File: config.mk
export PLATFORM = sky130hd
export DESIGN_NAME = cntry_car_sensor
export DESIGN_NICKNAME = d
export VERILOG_FILES = /design/src/rtl/cntry_car_sensor_pkg.sv /design/src/rtl/cntry_car_sensor_loop_debounce.sv /design/src/rtl/cntry_car_sensor.sv
export SDC_FILE = /design/constraint.sdc
export NUM_CORES = 1
export LEC_CHECK = 0
export ABC_AREA = 1
export CORE_ASPECT_RATIO = 1.2
export CORE_MARGIN = 5
export CORE_UTILIZATION = 59
export DETAILED_ROUTE_END_ITERATION = 16
export HOLD_SLACK_MARGIN = 0.08
export PLACE_DENSITY = 0.91
export SLEW_MARGIN = 20
export SYNTH_ARGS = -nofsm -noshare
export SYNTH_HDL_FRONTEND = slang
export SYNTH_SLANG_ARGS = --single-unit
File: constraint.sdc
create_clock -name clock -period 5 [get_ports clock]
set_clock_uncertainty 0.1 [all_clocks]
set_input_delay 1.5 -clock clock [delete_from_list [all_inputs] [get_ports clock]]
set_output_delay 1.5 -clock clock [all_outputs]
set_load 0.02 [all_outputs]
File: src/rtl/cntry_car_sensor_pkg.sv
// Definitions shared between the country-road car sensor and the signal controller:
// light codes, sensor state encodings and a light-decoding helper.
package cntry_car_sensor_pkg;

    typedef enum logic [1:0] {
        LIGHT_RED    = 2'd0,
        LIGHT_YELLOW = 2'd1,
        LIGHT_GREEN  = 2'd2,
        LIGHT_RSVD   = 2'd3
    } light_t;

    typedef enum logic [1:0] {
        ST_IDLE    = 2'd0,
        ST_REQ     = 2'd1,
        ST_SERVE   = 2'd2,
        ST_HOLDOFF = 2'd3
    } sensor_state_t;

    // The unused code 3 is read as red so a corrupted light code never holds a release open.
    function automatic logic is_red(input logic [1:0] code);
        return (code == LIGHT_RED) || (code == LIGHT_RSVD);
    endfunction

endpackage

File: src/rtl/cntry_car_sensor_loop_debounce.sv
// Inductive-loop conditioner: 2-flop synchronizer, stability debouncer and a registered
// one-cycle pulse on each accepted rising level (vehicle arrives over the loop).
module loop_debounce
    import cntry_car_sensor_pkg::*;
#(
    parameter int DEBOUNCE = 3
) (
    input  logic clock,
    input  logic clear,
    input  logic raw,
    output logic rise_p
);

    localparam int CW = $clog2(DEBOUNCE + 1);
    localparam logic [CW-1:0] CNT_FULL = CW'(DEBOUNCE);

    logic          sync1_q, sync1_d;
    logic          sync2_q, sync2_d;
    logic          db_q, db_d;
    logic [CW-1:0] cnt_q, cnt_d;
    logic          pulse_q, pulse_d;

    // The level flips on the first disagreeing sample after DEBOUNCE disagreeing ones in a row.
    always_comb begin
        sync1_d = raw;
        sync2_d = sync1_q;
        db_d    = db_q;
        cnt_d   = '0;
        pulse_d = 1'b0;
        if (sync2_q != db_q) begin
            if (cnt_q == CNT_FULL) begin
                db_d    = sync2_q;
                pulse_d = sync2_q;
            end else begin
                cnt_d = cnt_q + CW'(1);
            end
        end
    end

    always_ff @(posedge clock) begin
        if (clear) begin
            sync1_q <= 1'b0;
            sync2_q <= 1'b0;
            db_q    <= 1'b0;
            cnt_q   <= '0;
            pulse_q <= 1'b0;
        end else begin
            sync1_q <= sync1_d;
            sync2_q <= sync2_d;
            db_q    <= db_d;
            cnt_q   <= cnt_d;
            pulse_q <= pulse_d;
        end
    end

    assign rise_p = pulse_q;

endmodule

File: src/rtl/cntry_car_sensor.sv
// Country-road vehicle detector: counts queued cars from two loops and raises request x,
// forcing a release after MAX_GREEN cycles of continuous country green.
module cntry_car_sensor
    import cntry_car_sensor_pkg::*;
#(
    parameter int DEBOUNCE  = 3,
    parameter int CNT_W     = 4,
    parameter int MAX_GREEN = 20
) (
    input  logic             clock,
    input  logic             clear,
    input  logic             arr_raw,
    input  logic             dep_raw,
    input  logic [1:0]       cntry,
    output logic             x,
    output logic [CNT_W-1:0] queue,
    output logic             overflow,
    output logic             forced
);

    localparam int TMR_W = $clog2(MAX_GREEN);
    localparam logic [TMR_W-1:0] TMR_LAST = TMR_W'(MAX_GREEN - 1);
    localparam logic [CNT_W-1:0] Q_MAX    = '1;

    logic arr_p;
    logic dep_p;

    loop_debounce #(.DEBOUNCE(DEBOUNCE)) u_arr_loop (
        .clock  (clock),
        .clear  (clear),
        .raw    (arr_raw),
        .rise_p (arr_p)
    );

    loop_debounce #(.DEBOUNCE(DEBOUNCE)) u_dep_loop (
        .clock  (clock),
        .clear  (clear),
        .raw    (dep_raw),
        .rise_p (dep_p)
    );

    logic [CNT_W-1:0] queue_q, queue_d;
    logic             overflow_q, overflow_d;
    sensor_state_t    state_q, state_d;
    logic [TMR_W-1:0] timer_q, timer_d;
    logic             x_q, x_d;
    logic             forced_q, forced_d;

    // A simultaneous arrival and departure cancel out, so neither saturates nor underflows.
    always_comb begin
        queue_d    = queue_q;
        overflow_d = overflow_q;
        if (arr_p && !dep_p) begin
            if (queue_q == Q_MAX) begin
                overflow_d = 1'b1;
            end else begin
                queue_d = queue_q + CNT_W'(1);
            end
        end else if (dep_p && !arr_p && (queue_q != '0)) begin
            queue_d = queue_q - CNT_W'(1);
        end
    end

    always_comb begin
        state_d = state_q;
        timer_d = timer_q;
        unique case (state_q)
            ST_IDLE: begin
                if (queue_q != '0) begin
                    state_d = ST_REQ;
                end
            end
            ST_REQ: begin
                if (cntry == LIGHT_GREEN) begin
                    state_d = ST_SERVE;
                    timer_d = '0;
                end
            end
            ST_SERVE: begin
                if (queue_q == '0) begin
                    state_d = ST_IDLE;
                end else if (cntry != LIGHT_GREEN) begin
                    state_d = ST_REQ;
                end else if (timer_q == TMR_LAST) begin
                    state_d = ST_HOLDOFF;
                end else begin
                    timer_d = timer_q + TMR_W'(1);
                end
            end
            ST_HOLDOFF: begin
                // Wait for the controller to actually reach red before asking again.
                if (is_red(cntry)) begin
                    state_d = (queue_q != '0) ? ST_REQ : ST_IDLE;
                end
            end
            default: begin
                state_d = ST_IDLE;
            end
        endcase
        x_d      = (state_d == ST_REQ) || (state_d == ST_SERVE);
        forced_d = (state_d == ST_HOLDOFF);
    end

    always_ff @(posedge clock) begin
        if (clear) begin
            queue_q    <= '0;
            overflow_q <= 1'b0;
            state_q    <= ST_IDLE;
            timer_q    <= '0;
            x_q        <= 1'b0;
            forced_q   <= 1'b0;
        end else begin
            queue_q    <= queue_d;
            overflow_q <= overflow_d;
            state_q    <= state_d;
            timer_q    <= timer_d;
            x_q        <= x_d;
            forced_q   <= forced_d;
        end
    end

    assign x        = x_q;
    assign queue    = queue_q;
    assign overflow = overflow_q;
    assign forced   = forced_q;

endmodule

==> summary.txt <==
Run status
  – Status: finished clean

Setup path
  – CP endpoint kind: primary output
  – Slowest-stage cell, CP: clkdlybuf4s50_1
  – Worst Setup SP: queue[1]
  – Crit Path Max Fanout: 6
  – Crit path launch type: register
  – Top delay family on crit path: buffers and inverters
  – CP Class: reg2out
  – Worst path buffer plus inverter count: 1
  – Critical path arrival: 1.51 ns
  – RR Startpoint: u_dep_loop.rise_p
  – Worst-path cell chain: clkdlybuf4s50_1
  – Slowest cell delay on critical path: 0.67 ns
  – Required @ worst endpoint: 3.40 ns

GRT
  – Vias in the first global route: 1102
  – Total Routing Usage GR: 18.22%
  – Antenna violations before repair: 0
  – First-pass GRT wire length: 4409 um
  – Largest net degree at the start of global routing: 18
  – Total grt overflow: 0

Clocking
  – Setup Fix Bufs, Post-CTS: 0
  – Clock Pin Slew Worst Setup and Hold Paths: 0.14 ns
  – Root buffer cell: clkbuf_4
  – CTS buffer count: 3
  – Clock sink count: 26
  – Worst-case clock buffer depth: 2
  – Clk Latency, worst-skew pair: 0.32 ns
  – CTS Hold Bufs: 0
  – CTS tree: done
  – CTS H-tree lvls: 1
  – Post-CTS Resized: 0

STA
  – Post-route clock period utilization: 62.22%
  – Max-slew violation count: 0
  – Final hold slack: 0.3146 ns
  – Final Critical Period: 3.111 ns
  – Max Fclk: 321.4 MHz
  – Setup TNS: 0 ns
  – Final Hold Violating Endpoints: 0
  – RSZ-0062 raised after global routing: no
  – Worst Tran Pin Value: 0.6398 ns
  – Slew margin rel.: 57.21%
  – Final Setup Violations: 0

Logic synthesis
  – Post-synth top area share: 40.04%
  – Post-synthesis register bit count: 26
  – Post-synth EDFFs: 0
  – Top-count cell post-synth: nand2_1
  – Top post-synthesis cells by count: nand2_1 (29), dfxtp_1 (26), nor2_1 (26)
  – Synth unique cells: 29
  – Mapped Nets: 180
  – Post-synthesis cell area: 1300 um^2
  – Register area share after synthesis: 40.04%
  – Largest cells by area after synthesis: dfxtp_1 (40%), nand2_1 (8.4%), nor2_1 (7.5%)
  – Ys async rst share: 0%
  – Synthesis Warnings: 0
  – Dominant synthesized flop cell: dfxtp_1
  – Synth Area per Inst: 7.831 um^2
  – Post-Synthesis Cells: 166
  – Post-synth top area cell: dfxtp_1

Placed design
  – Dpl cells: 205
  – Port Buffer Count: 12
  – Post-DP Area: 1436 um^2
  – DP HPWL: 1887 um
  – Routability cong.: 0.7374

Cells and area
  – Non-Filler Instances: 209
  – Area delta synth->final: 14.53%
  – Ant. Diodes: 0
  – Nets: 194
  – Post-route cell area: 1489 um^2
  – Layout cell share with drive strength beyond 1: 10.61%

Floorplanning
  – Io pins: 13
  – Row count: 18
  – Die W: 52.85 um
  – Core Area: 2095 um^2
  – Starting density of the core: 62.07%
  – DIE AREA: 3246 um^2
  – Die Ht: 61.42 um

Detailed routing
  – Final ANT Viol Nets: 0
  – Initial DRC Count: 26
  – DRC viols: 0
  – Via density: 5.244
  – Overall routed net length: 2461 um
  – Wire per inst: 11.78 um
  – Vias: 1096
  – Pre-antenna DRT Iters: 4

Run
  – Number of max-cap violations: 0

Worst hold path
  – Hold_sp: u_dep_loop.sync1_q
  – Worst Hold Class: reg2reg

Power and ir drop
  – P_leak: 0.6048 nW
  – PD cells: 244.6 nW/um^2
  – Peak VDD IR: 0.0001834 V
[cells by family after synthesis]
group | count (synthesis) | share of synthesized area, %
and+or+nand+nor | 89 | 35.13
AOI/OAI and AO/OA | 14 | 6.642
buffers and inverters | 27 | 8.565
DFF | 26 | 40.04
xor gates and xnor gates | 2 | 1.348
adders and majority gates | 8 | 8.277
[flip-flops by register name (all words and copies together) (netlist names), 2 cells and up]
name              cells
queue                 4
state_q               2
timer_q               5
u_arr_loop.cnt_q      2
u_dep_loop.cnt_q      2
[routing by layer]
layer / part of all wire (%) / track usage, % / wire (um) / vias to the layer above
met5: 0 / 0 / 0 / -
met4: 2.0 / 9.124 / 49 / 0
met3: 4.9 / 3.874 / 120 / 6
met2: 54 / 34.22 / 1321 / 26
met1: 39 / 18.95 / 970 / 509
li1: - / - / - / 555
[layout make-up]
class | instances | area (um^2)
Fill cell | 155 | 605.6
Timing Repair Buffer | 12 | 120.1
Tap cell | 30 | 37.54
Inverter | 24 | 90.09
Clock inverter | 1 | 30.03
Clock buffer | 3 | 22.52
Sequential cell | 26 | 520.5
Multi-Input combinational cell | 113 | 668.1
[final timing paths]
path / end / slack (ns) / depth (start not counted)
worst max-delay path: queue[1] / 1.89 / 1
worst min-delay path: u_dep_loop.sync2_q / 0.31 / 2
worst max register to register: queue[3] / 3.29 / 10
worst min register to register: u_dep_loop.sync2_q / 0.31 / 2
[stage by stage]
| step | utilization (%) | worst slack (ns) | total power, mW |
|---|---|---|---|
| floorplan | - | 2.244 | 0.2219 |
| global route | 71.09 | 1.818 | 0.3793 |
| finish | 71.09 | 1.889 | 0.3643 |
| detailed placement | 68.58 | 1.637 | 0.2271 |
| CTS | 71.09 | 1.873 | 0.3666 |
| global placement | 68.58 | 1.719 | 0.2261 |
[power by group]
part | internal, mW | switching [mW]
Sequential | 0.209 | 0.00104
Combinational | 0.00585 | 0.00640
Clock | 0.0811 | 0.0607
Total | 0.296 | 0.0681
[layout by cell type, fill, tap and decap left out]
cell type / n
dfxtp_1: 26
xnor2_1: 2
nand2_2: 3
clkbuf_4: 3
inv_1: 23
nor3_1: 2
o21ai_0: 3
nand4_1: 4
nand3_1: 12
nor2b_1: 1
ha_1: 7
nand3b_1: 2
a21oi_1: 5
bufinv_16: 1
o21bai_1: 1
clkdlybuf4s50_1: 12
nand3_4: 2
nor3b_1: 1
nand2_4: 2
nor2_1: 26
fa_1: 1
nand3_2: 1
nand2_1: 29
a31oi_1: 1
a21oi_2: 2
a211oi_1: 1
inv_2: 1
or2_2: 1
o211ai_1: 1
nor2_4: 3
Note: power is estimated with default switching activity, not from simulation.
